`src/rtl/plot_framebuffer_writer_if.sv`:
```
// Plot request stream and framebuffer write port shared by the plot writer and its environment.
// The slave side is the writer; the master side is whoever issues plots and owns the memory.
interface plot_framebuffer_writer_if;
    logic        plot;
    logic [8:0]  X;
    logic [7:0]  Y;
    logic [2:0]  color;
    logic        clear_req;
    logic [2:0]  clear_color;
    logic        full;
    logic        busy;
    logic        mem_we;
    logic [16:0] mem_addr;
    logic [2:0]  mem_data;
    logic        mem_ready;
    logic        clear_done;
    logic [7:0]  dropped;

    modport master (
        output plot, X, Y, color, clear_req, clear_color, mem_ready,
        input  full, busy, mem_we, mem_addr, mem_data, clear_done, dropped
    );

    modport slave (
        input  plot, X, Y, color, clear_req, clear_color, mem_ready,
        output full, busy, mem_we, mem_addr, mem_data, clear_done, dropped
    );
endinterface

```
`src/rtl/plot_framebuffer_writer.sv`:
```
// Buffers pixel plot requests in a small FIFO and turns them into framebuffer writes,
// with an in-order clear-screen sweep that fills every word with one colour.
module plot_framebuffer_writer #(
    parameter int DEPTH    = 8,
    parameter int SCREEN_W = 320,
    parameter int SCREEN_H = 240
) (
    input logic clock,
    input logic reset,
    plot_framebuffer_writer_if.slave bus
);
    localparam int          AW         = $clog2(DEPTH);
    localparam logic [AW:0] FULL_COUNT = (AW+1)'(DEPTH);
    localparam logic [16:0] LAST_ADDR  = 17'(SCREEN_W * SCREEN_H - 1);

    typedef enum logic [1:0] {IDLE, DRAIN, CLEAR} state_t;

    state_t         state, state_next;
    logic [19:0]    fifo_mem [DEPTH];
    logic [AW-1:0]  rd_ptr, wr_ptr;
    logic [AW:0]    count, count_next;
    logic [AW:0]    drain_left, drain_left_next;
    logic [16:0]    clear_addr, clear_addr_next;
    logic [2:0]     fill_color, fill_color_next;
    logic           clear_done_q;
    logic [7:0]     dropped_q;

    logic           in_range, fifo_full, fifo_empty;
    logic           push, pop, fifo_we, last_accept;
    logic [16:0]    push_addr;

    assign in_range   = (int'(bus.X) < SCREEN_W) && (int'(bus.Y) < SCREEN_H);
    assign fifo_full  = (count == FULL_COUNT);
    assign fifo_empty = (count == '0);
    assign push       = bus.plot && in_range && !fifo_full;
    assign push_addr  = 17'(int'(bus.Y) * SCREEN_W + int'(bus.X));

    // Only entries queued before the clear request may drain ahead of the sweep.
    assign fifo_we    = (state == IDLE  && !fifo_empty) ||
                        (state == DRAIN && drain_left != '0);
    assign pop        = fifo_we && bus.mem_ready;
    assign count_next = count + (AW+1)'(push) - (AW+1)'(pop);

    always_comb begin
        state_next      = state;
        drain_left_next = drain_left;
        clear_addr_next = clear_addr;
        fill_color_next = fill_color;
        last_accept     = 1'b0;
        case (state)
            IDLE: begin
                if (bus.clear_req) begin
                    fill_color_next = bus.clear_color;
                    drain_left_next = count_next;
                    state_next      = DRAIN;
                end
            end
            DRAIN: begin
                if (drain_left == '0) begin
                    clear_addr_next = '0;
                    state_next      = CLEAR;
                end else if (pop) begin
                    drain_left_next = drain_left - 1'b1;
                end
            end
            CLEAR: begin
                if (bus.mem_ready) begin
                    if (clear_addr == LAST_ADDR) begin
                        last_accept = 1'b1;
                        state_next  = IDLE;
                    end else begin
                        clear_addr_next = clear_addr + 17'd1;
                    end
                end
            end
            default: state_next = IDLE;
        endcase
    end

    always_ff @(posedge clock) begin
        if (reset) begin
            state        <= IDLE;
            rd_ptr       <= '0;
            wr_ptr       <= '0;
            count        <= '0;
            drain_left   <= '0;
            clear_addr   <= '0;
            fill_color   <= '0;
            clear_done_q <= 1'b0;
            dropped_q    <= '0;
        end else begin
            state        <= state_next;
            drain_left   <= drain_left_next;
            clear_addr   <= clear_addr_next;
            fill_color   <= fill_color_next;
            count        <= count_next;
            clear_done_q <= last_accept;
            if (push) wr_ptr <= wr_ptr + 1'b1;
            if (pop)  rd_ptr <= rd_ptr + 1'b1;
            if (bus.plot && in_range && fifo_full && dropped_q != 8'hFF)
                dropped_q <= dropped_q + 8'd1;
        end
    end

    always_ff @(posedge clock) begin
        if (push) fifo_mem[wr_ptr] <= {push_addr, bus.color};
    end

    // Address and data read as zero whenever no write is being offered.
    assign bus.mem_we     = fifo_we || (state == CLEAR);
    assign bus.mem_addr   = (state == CLEAR) ? clear_addr :
                            (fifo_we ? fifo_mem[rd_ptr][19:3] : 17'd0);
    assign bus.mem_data   = (state == CLEAR) ? fill_color :
                            (fifo_we ? fifo_mem[rd_ptr][2:0] : 3'd0);
    assign bus.full       = fifo_full;
    assign bus.busy       = !fifo_empty || (state != IDLE);
    assign bus.clear_done = clear_done_q;
    assign bus.dropped    = dropped_q;
endmodule

```
`src/flat_wrapper.sv`:
```
// flat-port wrapper written by rule: the top's interface ports become plain ports
module plot_framebuffer_writer_flat 
#(
    parameter int DEPTH    = 8,
    parameter int SCREEN_W = 320,
    parameter int SCREEN_H = 240
)
  (clock, reset, bus_plot, bus_X, bus_Y, bus_color, bus_clear_req, bus_clear_color, bus_mem_ready, bus_full, bus_busy, bus_mem_we, bus_mem_addr, bus_mem_data, bus_clear_done, bus_dropped);
  plot_framebuffer_writer_if bus_i ();
  input logic clock;
  input logic reset;
  input wire logic [$bits(bus_i.plot)-1:0] bus_plot;
  input wire logic [$bits(bus_i.X)-1:0] bus_X;
  input wire logic [$bits(bus_i.Y)-1:0] bus_Y;
  input wire logic [$bits(bus_i.color)-1:0] bus_color;
  input wire logic [$bits(bus_i.clear_req)-1:0] bus_clear_req;
  input wire logic [$bits(bus_i.clear_color)-1:0] bus_clear_color;
  input wire logic [$bits(bus_i.mem_ready)-1:0] bus_mem_ready;
  output wire logic [$bits(bus_i.full)-1:0] bus_full;
  output wire logic [$bits(bus_i.busy)-1:0] bus_busy;
  output wire logic [$bits(bus_i.mem_we)-1:0] bus_mem_we;
  output wire logic [$bits(bus_i.mem_addr)-1:0] bus_mem_addr;
  output wire logic [$bits(bus_i.mem_data)-1:0] bus_mem_data;
  output wire logic [$bits(bus_i.clear_done)-1:0] bus_clear_done;
  output wire logic [$bits(bus_i.dropped)-1:0] bus_dropped;
  assign bus_i.plot = bus_plot;
  assign bus_i.X = bus_X;
  assign bus_i.Y = bus_Y;
  assign bus_i.color = bus_color;
  assign bus_i.clear_req = bus_clear_req;
  assign bus_i.clear_color = bus_clear_color;
  assign bus_i.mem_ready = bus_mem_ready;
  assign bus_full = bus_i.full;
  assign bus_busy = bus_i.busy;
  assign bus_mem_we = bus_i.mem_we;
  assign bus_mem_addr = bus_i.mem_addr;
  assign bus_mem_data = bus_i.mem_data;
  assign bus_clear_done = bus_i.clear_done;
  assign bus_dropped = bus_i.dropped;
  plot_framebuffer_writer #(.DEPTH(DEPTH), .SCREEN_W(SCREEN_W), .SCREEN_H(SCREEN_H)) u_core (.clock(clock), .reset(reset), .bus(bus_i));
endmodule
```
`config.mk`:
```
export PLATFORM = sky130hd
export DESIGN_NAME = plot_framebuffer_writer_flat
export DESIGN_NICKNAME = d
export VERILOG_FILES = /design/src/rtl/plot_framebuffer_writer_if.sv /design/src/rtl/plot_framebuffer_writer.sv /design/src/flat_wrapper.sv
export SDC_FILE = /design/constraint.sdc
export NUM_CORES = 1
export LEC_CHECK = 0
export CAP_MARGIN = 40
export CORE_UTILIZATION = 60
export CTS_BUF_LIST = sky130_fd_sc_hd__clkbuf_8
export DETAILED_ROUTE_END_ITERATION = 8
export GPL_TIMING_DRIVEN = 0
export PLACE_DENSITY_LB_ADDON = 0.05
export RECOVER_POWER = 25
export SLEW_MARGIN = 20
export SYNTH_ARGS = -nofsm -noshare
export SYNTH_HDL_FRONTEND = slang
export SYNTH_SLANG_ARGS = --single-unit
```
`constraint.sdc`:
```
create_clock -name clock -period 4.47 [get_ports clock]
set_input_delay 0.6705 -clock clock [delete_from_list [all_inputs] [get_ports clock]]
set_output_delay 0.6705 -clock clock [all_outputs]
set_load 0.005 [all_outputs]
```
Yosys cells after proc, flatten, opt, wreduce, memory -nomap -nowiden
Memories as Yosys holds them, arrays and structs flattened. A register that Yosys moved wholly into a read port is not among the register bits.
Index checks and enable logic that the tools add are counted.
W data, S select, Z words.
{"block": "classes", "n_bitwise": 2, "addsub": 8, "n_eq_ne": 12, "multipliers": 1, "magnitude_cmp": 2, "mux": 22, "shift": 0, "n_div": 0, "n_reduce_logical": 25}
{"operator": "$mux W17", "n": 5}
{"operator": "$pmux W17 S2", "n": 1}
{"operator": "$add A17 B1 Y17 const B", "n": 1}
{"operator": "$add A17 B10 Y17", "n": 1}
{"operator": "$eq A17 B17 Y1 const B", "n": 1}
{"operator": "$mux W3", "n": 4}
{"operator": "$mux W4", "n": 3}
{"operator": "$reduce_and A4 Y1", "n": 3}
{"operator": "$mul A8 B3 Y11 const B", "n": 1}
{"operator": "$ne A2 B2 Y1 const B", "n": 5}
{"operator": "$lt A9 B9 Y1 const B", "n": 1}
{"operator": "$add A8 B1 Y8 const B", "n": 1}
{"operator": "$logic_and A1 B1 Y1", "n": 8}
{"operator": "$logic_not A4 Y1", "n": 2}
{"operator": "$lt A8 B8 Y1 const B", "n": 1}
{"operator": "$mux W2", "n": 4}
{"operator": "$ne A8 B8 Y1 const B", "n": 1}
{"operator": "$pmux W4 S2", "n": 1}
{"operator": "$add A3 B1 Y3 const B", "n": 2}
{"operator": "$pmux W2 S3", "n": 1}
{"operator": "$reduce_bool A2 Y1", "n": 3}
{"operator": "$add A4 B1 Y4", "n": 1}
{"operator": "$eq A4 B4 Y1 const B", "n": 1}
{"operator": "$ne A2 B1 Y1 const B", "n": 2}
{"operator": "12 further kinds", "n": 18}
{"block": "word_totals", "ff_bits": 45, "mem_bits_ro": 0, "ramBits": 160, "latchBits": 0, "out_inout_bits": 32, "inputBits": 28, "wordCells": 82, "mem_count": 1}
{"memory": "u_core.fifo_mem", "words": 8, "width": 20, "rd": 1, "rd_clocked_by_memory_dff": 1, "write_ports": 1, "line_no": "plot_framebuffer_writer.sv:19", "rtl": "logic [19:0] fifo_mem [DEPTH];"}

Depth between registers and ports, before layout
Gate-level depths: netlist of the first run.
{"block": "logic_depth", "ltp_word": 8, "depth_mapped": 13, "mapped_depth_nobuf": 13}

Least setup slack after synthesis of the first run
OpenSTA, ideal clock, no wires.
{"block": "synth_path", "path_type": "in2reg", "start": "input port bus_X[7]", "end": "memory u_core.fifo_mem[4][0], enable pin", "required_ns": 4.048, "n_path_buf": 0, "setup_time_ns": 0.422, "path_slack_ns": 1.103, "stages": 4, "arrival_time_ns": 2.944, "path_cell_list": "o21a_1 -> nor4_2 -> nand2_1 -> nor3_1"}
{"block": "synth_between", "elab_chain_cells": 6}
{"element": "start: declaration", "line_no": "flat_wrapper.sv:13", "rtl": "input wire logic [$bits(bus_i.X)-1:0] bus_X;"}
{"element": "$lt A9 B9 Y1", "line_no": "plot_framebuffer_writer.sv:32", "rtl": "assign in_range = (int'(bus.X) < SCREEN_W) && (int'(bus.Y) < SCREEN_H);"}
{"element": "$logic_and A1 B1 Y1", "line_no": "plot_framebuffer_writer.sv:32"}
{"element": "$logic_and A1 B1 Y1 (2 in series)", "line_no": "plot_framebuffer_writer.sv:35", "rtl": "assign push = bus.plot && in_range && !fifo_full;"}
{"element": "named net u_core.push", "line_no": "plot_framebuffer_writer.sv:29", "rtl": "logic push, pop, fifo_we, last_accept;"}
{"element": "$mux W1", "line_no": "plot_framebuffer_writer.sv:106", "rtl": "if (push) fifo_mem[wr_ptr] <= {push_addr, bus.color};"}
{"element": "$mux W1 (implied by the code)", "line_no": "plot_framebuffer_writer.sv:106"}
{"element": "end: declaration", "line_no": "plot_framebuffer_writer.sv:19"}
The timed path passes the listed nets, and every way through them passes these cells.

==> results of run 1 <==
-- sequential cells by signal (all words and copies together) (netlist names), named ones only --
signal	flops
u_core.state	2
u_core.rd_ptr	3
u_core.wr_ptr	3
u_core.fifo_mem	160
u_core.clear_addr	17
u_core.fill_color	3
u_core.count	4
u_core.drain_left	4
u_core.bus.clear_done	1
u_core.bus.dropped	8
-- cell type report --
cell class                      instances  share of cell area [%]
Clock buffer                           33                    4.24
Sequential cell                       208                    53.9
Timing Repair Buffer                   67                    6.21
Inverter                               19                   0.667
Multi-Input combinational cell        376                    30.9
Clock inverter                         23                   0.912
Buffer                                 26                   0.994
Tap cell                              184                    2.15
-- stage by stage --
stage / power [W] / cell area, um2 / hold WS (ns) / setup WS (ns)
floorplan: 0.00344 / 9220 / 0.460 / 1.10
global placement: 0.00409 / 10000 / 0.471 / -0.910
detailed placement: 0.00416 / 10200 / 0.486 / 0.659
CTS: 0.00552 / 10700 / 0.496 / 0.792
global route: 0.00576 / 10700 / 0.525 / 0.658
finish: 0.00548 / 10700 / 0.498 / 0.815
-- worst register-to-register path, stage by stage, from the launching register on --
cell,delay (ns)
dfxtp_1,0.31
inv_1,0.07
ha_1,0.20
nor3b_1,0.19
nor4_1,1.05
nand2_1,0.49
nor2_4,0.72
-- worst max path at each step --
stage / startpoint / to / slack [ns] / cells after the start
2_1_floorplan: bus_X[7] / u_core.fifo_mem[4][0] / 1.10 / 4
3_3_place_gp: bus_Y[4] / u_core.fifo_mem[0][6] / -0.91 / 5
3_5_place_dp: bus_Y[1] / u_core.fifo_mem[0][17] / 0.66 / 9
4_1_cts: flop / bus_mem_addr[12] / 0.79 / 6
5_1_grt: flop / bus_mem_addr[12] / 0.66 / 6
6_report: flop / bus_mem_addr[0] / 0.82 / 6
-- synth_stat cells (7+ instances only) --
master | number | share of area, %
nand3_1 | 10 | 0.54
nor2b_1 | 7 | 0.47
a21oi_1 | 21 | 1.1
nor3_1 | 7 | 0.38
nor4_1 | 7 | 0.47
edfxtp_1 | 160 | 52
clkbuf_1 | 17 | 0.69
mux4_2 | 40 | 9.8
dfxtp_1 | 48 | 10
nand2_1 | 43 | 1.8
nor2_1 | 46 | 1.9
xor2_1 | 7 | 0.66
inv_1 | 19 | 0.77
o21ai_0 | 30 | 1.6
buf_2 | 7 | 0.38
mux2i_1 | 26 | 2.8
ha_1 | 26 | 3.5
xnor2_1 | 20 | 1.9
-- power by group through the flow --
stage	clock network, W	registers, W	logic [W]
after floorplan	0	0.00232	0.00112
after global placement	0	0.00234	0.00175
after detailed placement	0	0.00234	0.00182
after CTS	0.00140	0.00230	0.00182
after global routing	0.00148	0.00231	0.00198
final	0.00137	0.00230	0.00181
-- kinds of logic after synthesis --
family                   count (synthesis)  synth area share (%)
multiplexers                            69                  13.0
flip-flops                             208                  62.5
XOR/XNOR                                27                  2.56
adder cells (fa/ha/maj)                 29                  4.18
buffers and inverters                   45                  1.93
AND/OR/NAND/NOR                        169                  9.94
AO/OA/AOI/OAI                           82                  5.92
-- routing by layer --
layer | up-vias | share of wire (%) | track usage [%]
met3 | 34 | 6.4 | 4.42
met1 | 2870 | 43 | 34.7
met5 | - | 0 | 0
met2 | 235 | 49 | 42.8
li1 | 2627 | - | -
met4 | 0 | 1.9 | 6.45
==> flow_metrics.py, run 1 <==
metrics = {
    "global_routing": {
        "grt_usage_pct": 25.4,
        "antenna_found_initial": 0,
        "grt_pass1_wl_um": 30600,
        "grt_pass1_vias": 5669,
        "overflow": 0,
        "grt_max_degree": 21,
    },
    "final_layout": {
        "antenna_cells": 0,
        "layout_common_cells": "edfxtp_1, dfxtp_1, clkdlybuf4s50_1, nand2_1",
        "fin_util_pct": 72.5,
        "fillers": 961,
        "layout_commonest_cell": "edfxtp_1",
        "register_area_um2": 5770,
        "fin_nets": 786,
        "multi_input_area_um2": 3310,
        "drive_above_1_share_pct": 15.4,
        "instances_no_fill": 936,
        "synthToLayoutAreaGrowth_pct": 16.0,
    },
    "worst_setup_path": {
        "crit_chain": "clkbuf_1 > buf_2 > mux4_2 > mux2i_1 > o21ai_0 > clkdlybuf4s50_1",
        "r2r_end": "u_core.fifo_mem[7][0]",
        "cp.required_ns": 3.80,
        "endpoint_kind": "primary output",
        "r2r_start": "u_core.count[2]",
        "worst_setup_path_start_kind": "flop",
        "arrival_ns": 2.98,
        "path_class": "reg2out",
        "critPathMaxFanout": 10,
        "crit_slowest_cell": "mux4_2",
        "slowest_delay_ns": 0.55,
        "critPathTopFamily": "buffers and inverters",
        "regToRegSetupSlack_ns": 1.07,
        "rr_worst_depth": 6,
        "path_buf_inv": 3,
    },
    "power_and_ir_drop": {
        "p_int_w": 0.00379,
        "p_seq_share_pct": 41.9,
        "vdd_drop_max_uv": 342,
        "p_sw_share_pct": 30.8,
        "power_density_nw_per_um2": 513,
        "leakage_nw": 3.57,
        "switchingPower_w": 0.00169,
        "p_clk_share_pct": 25.0,
        "combPwrFrac_pct": 33.1,
    },
    "place": {
        "gp_congestion": 0.836,
        "dp.cells": 879,
        "post-dp-hpwl_um": 13000,
        "io_buffers": 58,
    },
    "yosys": {
        "syn_inst": 629,
        "ys.flop_type": "edfxtp_1",
        "ys_seq_area_share_pct": 62.5,
        "synth_area_um2": 9220,
        "synth-async-reset-ratio_pct": 0,
        "synth_edf_count": 160,
        "synth_cell_types": 64,
        "synth.avg_cell_area_um2": 14.7,
        "yosys_warnings": 0,
        "syn_nets": 686,
        "synth-seq-cells": 208,
    },
    "route": {
        "drt-initial-drc-count": 442,
        "wl_per_cell_um": 20.7,
        "antenna_left": 0,
        "wirelength_um": 19300,
        "vias_per_cell": 6.16,
        "remaining_drc_errors": 0,
        "drt_first_pass_iters": 5,
        "vias": 5766,
    },
    "timing": {
        "worst-slew-pin-transition_ns": 1.24,
        "fin_crit_ns": 3.65,
        "rsz0062_at_grt": "false",
        "report.final.slew_viol_count": 0,
        "finalHoldViolCount": 0,
        "min_period_over_period_pct": 81.8,
        "relSlewSlack_pct": 16.5,
        "finalSetupViolCount": 0,
        "fmax_mhz": 274,
        "fin_tns_setup_ns": 0,
        "fin_worst_skew_ns": 0.0129,
    },
    "die": {
        "die_w_um": 126,
        "ioPinCount": 60,
        "rows": 44,
        "die_h_um": 126,
        "core_um2": 14800,
        "dieArea_um2": 15900,
        "start_util_pct": 62.5,
    },
    "cts": {
        "post_cts_resized": 0,
        "hold_buffers": 0,
        "cts_made_buffers": 31,
        "clkLatencyLatePin_ns": 0.57,
        "ctsRootBufferMaster": "clkbuf_8",
        "cts_max_level": 1,
        "postCtsSetupBuffers": 0,
        "cts.clk_slew.worst_paths_ns": 0.06,
        "clockBufferDepth": 3,
        "cts_sinks": 208,
        "cts_tree": "yes",
    },
    "hold_path": {
        "hold_path_depth": 2,
        "min_path_type": "reg2reg",
        "holdPathEnd": "u_core.bus.dropped[6]",
        "hold_start": "u_core.bus.dropped[6]",
    },
    "flow_run": {
        "max-cap-violations": 0,
    },
    "status": {
        "status": "complete, no violations",
    },
}
(Power assumes the default switching activity.)
==> run 2, diff against run 1 <==
==> constraint.sdc (replaced) <==
create_clock -name clock -period 3.4 [get_ports clock]
set_input_delay 0.51 -clock clock [delete_from_list [all_inputs] [get_ports clock]]
set_output_delay 0.51 -clock clock [all_outputs]
set_load 0.005 [all_outputs]
==> run 2 against run 1 <==
- sequential share of layout area shrank 0.40 points
- worst hold slack lost 0.090 ns
- design area increased by 0.77%
- power is 34% higher
- clock power grew 31%
- highest routed layer unchanged
==> flow_metrics.py, run 2 (synthesized netlist as in run 1, its figures left out) <==
metrics = {
    "final_layout": {
        "drive_above_1_share_pct": 18.0,
        "synthToLayoutAreaGrowth_pct": 16.9,
        "layout_commonest_cell": "edfxtp_1",
        "multi_input_area_um2": 3370,
        "largest_register_ffs": 160,
        "fin_nets": 786,
        "layout_common_cells": "edfxtp_1, clkdlybuf4s50_1, dfxtp_1, nand2_1",
        "register_area_um2": 5770,
        "antenna_cells": 0,
        "largest-register": "u_core.fifo_mem",
        "fillers": 943,
    },
    "timing": {
        "fin_crit_ns": 3.34,
        "finalHoldViolCount": 0,
        "relSlewSlack_pct": 49.4,
        "finalSetupViolCount": 0,
        "report.final.slew_viol_count": 0,
        "min_period_over_period_pct": 98.3,
        "whs_ns": 0.408,
        "setup_slack_ns": 0.0585,
        "fmax_mhz": 299,
        "rsz0062_at_grt": "true",
        "worst-slew-pin-transition_ns": 0.758,
        "fin_worst_skew_ns": 0.00962,
    },
    "worst_setup_path": {
        "worst_setup_path_start_kind": "flop",
        "path_buf_inv": 3,
        "arrival_ns": 2.83,
        "crit_chain": "clkbuf_1 > buf_4 > mux4_2 > mux2i_1 > o21ai_1 > clkdlybuf4s50_1",
        "regToRegSetupSlack_ns": 0.32,
        "r2r_end": "u_core.drain_left[2]",
        "crit_slowest_cell": "mux4_2",
        "critPathTopFamily": "buffers and inverters",
        "cp.required_ns": 2.89,
        "critPathMaxFanout": 10,
        "endpoint_kind": "primary output",
        "r2r_start": "u_core.drain_left[0]",
        "path_class": "reg2out",
        "rr_worst_depth": 13,
        "slowest_delay_ns": 0.55,
    },
    "hold_path": {
        "hold_start": "reset",
        "hold_path_depth": 3,
        "holdPathEnd": "u_core.bus.dropped[7]",
        "min_path_type": "in2reg",
    },
    "global_routing": {
        "grt_util_met2_pct": 43.0,
        "grt_usage_pct": 25.4,
        "antenna_found_initial": 0,
        "grt_pass1_wl_um": 30600,
        "grt_max_degree": 21,
        "grt_use_met1_pct": 34.6,
        "overflow": 0,
        "grt_pass1_vias": 5674,
        "top_usage_layer": "met2",
        "gr-usage-met3_pct": 4.46,
    },
    "place": {
        "gp_congestion": 0.836,
        "io_buffers": 58,
        "post-dp-hpwl_um": 13000,
        "dp_slack_ns": -0.251,
    },
    "cts": {
        "cts_max_level": 1,
        "cts.clk_slew.worst_paths_ns": 0.06,
        "clkLatencyLatePin_ns": 0.56,
        "ctsRootBufferMaster": "clkbuf_8",
        "cts_tree": "yes",
        "hold_buffers": 0,
        "clockBufferDepth": 3,
        "cts_sinks": 208,
        "cts_made_buffers": 31,
    },
    "status": {
        "status": "complete, no violations",
    },
    "flow_run": {
        "max-cap-violations": 0,
    },
    "die": {
        "die_w_um": 126,
        "ioPinCount": 60,
        "start_util_pct": 62.5,
        "die_h_um": 126,
        "rows": 44,
        "core_um2": 14800,
        "dieArea_um2": 15900,
    },
    "route": {
        "drt_first_pass_iters": 5,
        "remaining_drc_errors": 0,
        "drt-initial-drc-count": 454,
        "wirelength_um": 19400,
        "wl_per_cell_um": 20.7,
        "vias": 5755,
        "vias_per_cell": 6.15,
        "antenna_left": 0,
    },
    "power_and_ir_drop": {
        "vdd_drop_max_uv": 452,
        "total_power_w": 0.00733,
        "leakage_nw": 3.62,
        "power_density_nw_per_um2": 680,
    },
}
run 2: layer usage:
| layer | routed length [um] | part of all wire (%) |
|---|---|---|
| met5 | 0 | 0 |
| met4 | 290 | 1.5 |
| met3 | 1160 | 6.0 |
| met2 | 9550 | 49 |
| met1 | 8420 | 43 |
run 2: through the flow:
| stage | area (um2) | TNS [ns] | util, % | instances |
|---|---|---|---|---|
| global placement | 10000 | -167.42 | 68.0 | 871 |
| global route | 10800 | -0.129 | 73.1 | 936 |
| finish | 10800 | 0 | 73.1 | 936 |
| detailed placement | 10200 | -5.17 | 68.9 | 879 |
| floorplan | 9220 | 0 | - | 629 |
| CTS | 10700 | -0.0335 | 72.8 | 935 |
run 2: final cells by class:
class | instances | share of cell area (%)
inverters | 19 | 0.661
well taps | 184 | 2.14
clock inverters | 23 | 0.905
multi-input cells | 376 | 31.3
plain buffers | 26 | 1.17
clock buffers | 33 | 4.21
repair buffers | 67 | 6.16
flip-flops and latches | 208 | 53.5
run 2: repair_timing:
action                                  CTS  global route
endpoints found under the setup margin   17            19
setup buffers                             0             0
gates resized for setup                  15            19
run 2: where the power goes:
| group | switching (W) | total [W] | internal (W) |
|---|---|---|---|
| Sequential | 0.0000839 | 0.00303 | 0.00294 |
| Clock | 0.000910 | 0.00180 | 0.000894 |
| Combinational | 0.00127 | 0.00250 | 0.00123 |
| Total | 0.00226 | 0.00733 | 0.00507 |
run 2: how the worst max path moves through the flow:
stage | to | start | slack, ns | cells after the start
detailed placement | u_core.fifo_mem[0][17] | bus_Y[1] | -0.25 | 9
global placement | u_core.fifo_mem[0][6] | bus_Y[4] | -1.82 | 5
CTS | bus_mem_addr[13] | u_core.drain_left[0] | -0.02 | 7
global route | bus_mem_addr[0] | flop | -0.05 | 6
finish | bus_mem_addr[11] | flop | 0.06 | 6
floorplan | u_core.fifo_mem[4][0] | u_core.count[2] | 0.17 | 6
run 2: tightest hold or removal path, delay by kind of cell:
family	cells	cell delay, ns
muxes	1	0.12
buffers and inverters	1	0.19
and+or+nand+nor	1	0.12
